File: config.mk
export PLATFORM = sky130hd
export DESIGN_NAME = bcd_scan_counter_flat
export DESIGN_NICKNAME = d
export VERILOG_FILES = /design/src/rtl/bcd_scan_counter_if.sv /design/src/rtl/bcd_scan_counter.sv /design/src/flat_wrapper.sv
export SDC_FILE = /design/constraint.sdc
export NUM_CORES = 1
export LEC_CHECK = 0
export ABC_CLOCK_PERIOD_IN_PS = 2300
export BUFFER_PORTS_ARGS = -buffer_cell sky130_fd_sc_hd__buf_2
export CORE_ASPECT_RATIO = 1.25
export CORE_MARGIN = 1
export CORE_UTILIZATION = 45
export DETAILED_ROUTE_END_ITERATION = 16
export PLACE_DENSITY = 0.68
export SYNTH_ARGS = -nofsm -noshare
export SYNTH_HDL_FRONTEND = slang
export SYNTH_SLANG_ARGS = --single-unit
File: constraint.sdc
create_clock -name clck -period 2.3 [get_ports clck]
set_input_delay 0.46 -clock clck [delete_from_list [all_inputs] [get_ports clck]]
set_output_delay 0.46 -clock clck [all_outputs]
set_load 0.1 [all_outputs]
File: src/rtl/bcd_scan_counter_if.sv
// rtl/bcd_scan_counter_if.sv - button inputs and display outputs of the BCD scan counter
interface bcd_scan_counter_if #(
  parameter int NUM_DIGITS = 4
);
  logic [3:0]            button;
  logic [NUM_DIGITS-1:0] anode;
  logic [6:0]            seg;
  logic                  tick;
  logic                  rollover;

  modport master (input button, output anode, seg, tick, rollover);
  modport slave  (output button, input anode, seg, tick, rollover);
endinterface

File: src/rtl/bcd_scan_counter.sv
// rtl/bcd_scan_counter.sv - debounced multi-digit BCD up/down counter with multiplexed 7-segment scan
module bcd_scan_counter #(
  parameter int NUM_DIGITS      = 4,
  parameter int COUNT_DELAY     = 25000000,
  parameter int SCAN_DELAY      = 625,
  parameter int DEBOUNCE_CYCLES = 50000,
  parameter int BLANK_LEADING   = 0
) (
  input  logic               clck,
  input  logic               rst_n,
  bcd_scan_counter_if.master bus
);
  localparam int PW = $clog2(COUNT_DELAY);
  localparam int SW = $clog2(SCAN_DELAY);
  localparam int DW = $clog2(DEBOUNCE_CYCLES);
  localparam int IW = $clog2(NUM_DIGITS);
  localparam logic [PW-1:0] PRE_LAST  = PW'(COUNT_DELAY - 1);
  localparam logic [SW-1:0] SCAN_LAST = SW'(SCAN_DELAY - 1);
  localparam logic [DW-1:0] DB_LAST   = DW'(DEBOUNCE_CYCLES - 1);
  localparam logic [IW-1:0] IDX_LAST  = IW'(NUM_DIGITS - 1);

  logic [3:0]          sync1, sync2, level, level_q, press;
  logic [3:0][DW-1:0]  db_cnt;

  logic                running, count_up;
  logic [PW-1:0]       presc;
  logic [NUM_DIGITS-1:0][3:0] digits, digits_nx;
  logic                ripple, clear, pre_wrap, step_ev, update;

  logic [SW-1:0]       scan_cnt;
  logic [IW-1:0]       idx;
  logic [NUM_DIGITS-1:0] blank;
  logic                all_zero;
  logic [3:0]          cur_digit;
  logic [6:0]          pattern;

  // Each bit must disagree with its debounced level for DEBOUNCE_CYCLES cycles in a row.
  always_ff @(posedge clck) begin
    if (!rst_n) begin
      sync1   <= '0;
      sync2   <= '0;
      level   <= '0;
      level_q <= '0;
      db_cnt  <= '0;
    end else begin
      sync1   <= bus.button;
      sync2   <= sync1;
      level_q <= level;
      for (int i = 0; i < 4; i++) begin
        if (sync2[i] != level[i]) begin
          if (db_cnt[i] == DB_LAST) begin
            level[i]  <= sync2[i];
            db_cnt[i] <= '0;
          end else begin
            db_cnt[i] <= db_cnt[i] + DW'(1);
          end
        end else begin
          db_cnt[i] <= '0;
        end
      end
    end
  end

  assign press    = level & ~level_q;
  assign clear    = press[1];
  assign pre_wrap = running && (presc == PRE_LAST);
  assign step_ev  = press[3] && !running;
  assign update   = (pre_wrap || step_ev) && !clear;

  always_comb begin
    digits_nx = digits;
    ripple    = 1'b1;
    for (int i = 0; i < NUM_DIGITS; i++) begin
      if (ripple) begin
        if (count_up) begin
          if (digits[i] == 4'd9) digits_nx[i] = 4'd0;
          else begin
            digits_nx[i] = digits[i] + 4'd1;
            ripple       = 1'b0;
          end
        end else begin
          if (digits[i] == 4'd0) digits_nx[i] = 4'd9;
          else begin
            digits_nx[i] = digits[i] - 4'd1;
            ripple       = 1'b0;
          end
        end
      end
    end
  end

  // Toggles apply after the update decision, so a same-cycle update sees the old mode.
  always_ff @(posedge clck) begin
    if (!rst_n) begin
      digits       <= '0;
      presc        <= '0;
      running      <= 1'b1;
      count_up     <= 1'b1;
      bus.tick     <= 1'b0;
      bus.rollover <= 1'b0;
    end else begin
      bus.tick     <= update;
      bus.rollover <= update && ripple;
      if (clear) begin
        digits <= '0;
        presc  <= '0;
      end else begin
        if (update) digits <= digits_nx;
        if (running) presc <= pre_wrap ? '0 : presc + PW'(1);
      end
      running  <= running ^ press[0];
      count_up <= count_up ^ press[2];
    end
  end

  always_ff @(posedge clck) begin
    if (!rst_n) begin
      scan_cnt <= '0;
      idx      <= '0;
    end else if (scan_cnt == SCAN_LAST) begin
      scan_cnt <= '0;
      idx      <= (idx == IDX_LAST) ? '0 : idx + IW'(1);
    end else begin
      scan_cnt <= scan_cnt + SW'(1);
    end
  end

  always_comb begin
    blank    = '0;
    all_zero = 1'b1;
    for (int i = NUM_DIGITS - 1; i >= 0; i--) begin
      all_zero = all_zero && (digits[i] == 4'd0);
      blank[i] = all_zero && (i != 0) && (BLANK_LEADING != 0);
    end
  end

  assign cur_digit = digits[idx];

  always_comb begin
    pattern = 7'h00;
    case (cur_digit)
      4'd0: pattern = 7'h7E;
      4'd1: pattern = 7'h30;
      4'd2: pattern = 7'h6D;
      4'd3: pattern = 7'h79;
      4'd4: pattern = 7'h33;
      4'd5: pattern = 7'h5B;
      4'd6: pattern = 7'h5F;
      4'd7: pattern = 7'h70;
      4'd8: pattern = 7'h7F;
      4'd9: pattern = 7'h7B;
      default: pattern = 7'h00;
    endcase
  end

  always_ff @(posedge clck) begin
    if (!rst_n) begin
      bus.anode <= '1;
      bus.seg   <= 7'h7F;
    end else begin
      bus.anode <= ~(NUM_DIGITS'(1) << idx);
      bus.seg   <= blank[idx] ? 7'h7F : ~pattern;
    end
  end
endmodule

File: src/flat_wrapper.sv
// flat-port wrapper written by rule: the top's interface ports become plain ports
module bcd_scan_counter_flat 
#(
  parameter int NUM_DIGITS      = 4,
  parameter int COUNT_DELAY     = 25000000,
  parameter int SCAN_DELAY      = 625,
  parameter int DEBOUNCE_CYCLES = 50000,
  parameter int BLANK_LEADING   = 0
)
  (clck, rst_n, bus_button, bus_anode, bus_seg, bus_tick, bus_rollover);
  bcd_scan_counter_if #(.NUM_DIGITS(NUM_DIGITS)) bus_i ();
  input  logic clck;
  input  logic rst_n;
  input wire logic [$bits(bus_i.button)-1:0] bus_button;
  output wire logic [$bits(bus_i.anode)-1:0] bus_anode;
  output wire logic [$bits(bus_i.seg)-1:0] bus_seg;
  output wire logic [$bits(bus_i.tick)-1:0] bus_tick;
  output wire logic [$bits(bus_i.rollover)-1:0] bus_rollover;
  assign bus_i.button = bus_button;
  assign bus_anode = bus_i.anode;
  assign bus_seg = bus_i.seg;
  assign bus_tick = bus_i.tick;
  assign bus_rollover = bus_i.rollover;
  bcd_scan_counter #(.NUM_DIGITS(NUM_DIGITS), .COUNT_DELAY(COUNT_DELAY), .SCAN_DELAY(SCAN_DELAY), .DEBOUNCE_CYCLES(DEBOUNCE_CYCLES), .BLANK_LEADING(BLANK_LEADING)) u_core (.clck(clck), .rst_n(rst_n), .bus(bus_i));
endmodule
==> summary.log <==
qor: run_status.run_status finished clean
qor: sta.final.setup_skew 0.00567 ns
qor: detailed_routing.post_drt_wl_per_cell 12.6 um
qor: clocking.holdBufCountCts 0
qor: global_route.grt_pass1_wl 22,100 um
qor: detailed_routing.routed_metal_1_wire_length 5970 um
qor: clocking.cts_tree built
qor: floorplanning.start_util 0.460
qor: detailed_routing.drc 0
qor: final_layout.insertedDiodeCount 0
qor: worst_setup_path.timing.critical_path.cells ha_1 > nor4bb_1 > nand4_1 > or2_2 > nand2_1 > buf_4 > nor2_1
qor: placed_design.placedCellCount 972
qor: placed_design.place_worst_setup_slack 0.326 ns
qor: yosys.syn_inst 796
qor: detailed_routing.route.final.wire_length 12,700 um
qor: floorplanning.fp.dieArea 0.0158 mm^2
qor: yosys.synth_top_area_cell dfxtp_1
qor: detailed_routing.via_per_inst 5.24
qor: hold_path.timing.hold.worst.start bus_button[2]
qor: worst_setup_path.reg2reg_slack 0.31 ns
qor: worst_setup_path.critical_path.max_stage_delay 0.40 ns
qor: sta.timing.max_slew.rel_slack 0.560
qor: yosys.ys_seq_elements 148
qor: worst_setup_path.critical_path.slowest_cell dfxtp_1
qor: yosys.yosysSeqAreaShare 0.429
qor: floorplanning.floorplan.core_area 0.0150 mm^2
qor: sta.maxSlewViolCount 0
qor: worst_setup_path.start_kind flop
qor: yosys.synth_top_cell_area_share 0.429
qor: sta.finalCriticalPeriod 1.99 ns
qor: yosys.yosys_warnings 0
qor: floorplanning.boundaryPins 19
qor: yosys.synth_cell_type_count 56
qor: sta.hold_violations 0
qor: placed_design.count_of_buffers_inserted_at_the_top_level_ports 18
qor: global_route.grt_max_degree 22
qor: yosys.synth.avg_cell_area 8.67 um^2
qor: yosys.synth.top_cells.by_area dfxtp_1 (43%), nor2_1 (6.7%), xor2_1 (6.6%)
qor: sta.finalSetupViolCount 0
qor: yosys.synth_common_cells dfxtp_1 (148), nor2_1 (123), nand2_1 (57), xor2_1 (52), nand3_1 (51)
qor: worst_setup_path.path_buf_inv 1
qor: worst_setup_path.critPathArrivalTime 2.31 ns
qor: floorplanning.die_width 113 um
qor: detailed_routing.drt_first_iter_violations 229
qor: sta.max_freq 502 MHz
qor: sta.share_of_the_cycle_needed_by_the_critical_path_after_routing 0.867
qor: sta.totalNegativeSetupSlack 0 ns
qor: worst_setup_path.timing.rr.end u_core.presc[21]
qor: final_layout.fin_nets 831
qor: detailed_routing.topRoutingLayerUsed met4
qor: pwr.power.static_leakage 0.00279 uW
qor: floorplanning.row_count 50
qor: clocking.post_cts.repair.setup_buffers 0
qor: yosys.fraction_of_registers_with_async_set_reset 0
qor: sta.fin_ws 0.306 ns
qor: global_route.antenna_found_initial 0
qor: yosys.postSynthNetCount 818
qor: clocking.clock_sinks 148
qor: worst_setup_path.rr_startpoint u_core.presc[0]
qor: worst_setup_path.worst-setup-path-type flop to flop
qor: placed_design.dp_hpwl 8570 um
qor: clocking.clock_latency 0.42 ns
qor: worst_setup_path.crit_required 2.61 ns
qor: clocking.cts-buffers-inserted 17
qor: final_layout.layoutNonFillerInstCount 1,004
qor: yosys.ys_dominant_reg_cell dfxtp_1
qor: clocking.post_cts_resize_count 0
qor: yosys.synth_edf_count 0
qor: worst_setup_path.timing.critical_path.max_delay_family simple AND/OR/NAND/NOR gates
qor: placed_design.globalplace.congestion 0.796
qor: worst_setup_path.cp-end-kind flop
qor: pwr.pwr_density_cell 700 mW/mm^2
qor: job.cap_violations 0
qor: worst_setup_path.path_max_fanout 9
qor: clocking.max-clock-path-buffers 2
qor: yosys.post-synth-top-count-cell dfxtp_1
qor: detailed_routing.met3_length 450 um
qor: yosys.syn-cell-area 0.00690 mm^2
qor: global_route.grt_usage 0.173
qor: hold_path.whs_endpoint u_core.sync1[2]
qor: clocking.ctsHtreeMaxLevel 4
qor: floorplanning.die_h 140 um
qor: clocking.post_cts_clock_slew_at_the_launch_and_capture_registers_of_the_worst_setup_and_hold_paths 0.06 ns
qor: final_layout.drive_above_1_share 0.0937
qor: detailed_routing.met2WireLength 6040 um
qor: pwr.power.ir.vdd_worst 0.000388 V
qor: hold_path.worstHoldPathType input port to flop
qor: hold_path.min_path_cells 2
qor: worst_setup_path.worstRegToRegCells 7
qor: clocking.root_buffer clkbuf_16
qor: global_route.number_of_global_route_vias_before_repair 4,743
qor: detailed_routing.postRouteAntennaNets 0
qor: final_layout.areaGrowthSynthToFinish 11.9%
qor: sta.timing_worst_slew_pin_value 0.651 ns
qor: sta.rsz0062_at_grt no
qor: detailed_routing.firstDrtPassIters 4
qor: detailed_routing.routed-via-count 5,261
qor: global_route.grt_overflow 0
[report_power, final]
group	internal, uW	total (uW)	switching (uW)
clock network	1590	2660	1070
logic	35.5	139	103
registers	2590	2610	18.1
[registers in the layout, summed over array words and instances, names as in the netlist]
| name | cells |
|---|---|
| u_core.level | 4 |
| u_core.bus.seg | 7 |
| u_core.sync1 | 4 |
| u_core.scan_cnt | 10 |
| u_core.presc | 25 |
| u_core.count_up | 1 |
| u_core.level_q | 4 |
| u_core.digits | 16 |
| u_core.sync2 | 4 |
| u_core.bus.rollover | 1 |
| u_core.bus.tick | 1 |
| u_core.running | 1 |
| u_core.idx | 2 |
| u_core.db_cnt | 64 |
| u_core.bus.anode | 4 |
[cells in the final DEF (no fill, tap or decap), types with 22 or more instances in the layout]
master / n
and3_1: 26
dfxtp_1: 148
inv_1: 22
nand2_1: 57
nand3_1: 51
nand4_1: 25
nor2_1: 123
o21ai_0: 24
xnor2_1: 44
xor2_1: 52
[metal layers]
layer	vias to the layer above	GRT usage
met5	-	0
li1	2745	-
met3	17	0.0463
met1	2434	0.214
met2	65	0.286
met4	0	0.0639
[cells by family after synthesis]
kind of cell | after synthesis | synth area share
adders and majority gates | 16 | 0.0290
AOI/OAI and AO/OA | 67 | 0.0596
DFF | 148 | 0.429
xor gates and xnor gates | 96 | 0.122
buffers and inverters | 59 | 0.0355
muxes | 21 | 0.0379
and+or+nand+nor | 389 | 0.287
[final cells by class]
| type | instances | area, um^2 |
|---|---|---|
| Fill cell | 1395 | 7290 |
| Multi-Input combinational cell | 589 | 3690 |
| Sequential cell | 148 | 2960 |
| Clock buffer | 19 | 433 |
| Tap cell | 182 | 228 |
| Timing Repair Buffer | 31 | 188 |
| Clock inverter | 13 | 134 |
| Inverter | 22 | 82.6 |
[worst max-delay path by stage]
stage	startpoint	end	cells after the start
2_1_floorplan	u_core.presc[0]	u_core.digits[5]	6
3_3_place_gp	u_core.presc[0]	u_core.presc[10]	7
3_5_place_dp	u_core.presc[0]	u_core.presc[23]	7
4_1_cts	u_core.presc[0]	u_core.presc[21]	7
5_1_grt	u_core.presc[0]	u_core.presc[21]	7
6_report	u_core.presc[0]	u_core.presc[21]	7
[stage by stage]
| step | hold WS (ns) | utilization | total power (uW) | instance area (um^2) |
|---|---|---|---|---|
| 2_1_floorplan | 0.412 | - | 2770 | 6900 |
| 4_1_cts | 0.232 | 0.514 | 5470 | 7720 |
| 5_1_grt | 0.225 | 0.514 | 5620 | 7720 |
| 3_3_place_gp | 0.414 | 0.477 | 2800 | 7160 |
| 6_report | 0.248 | 0.514 | 5400 | 7720 |
| 3_5_place_dp | 0.418 | 0.477 | 2800 | 7160 |
No activity file was read; power rests on OpenSTA's default activity.
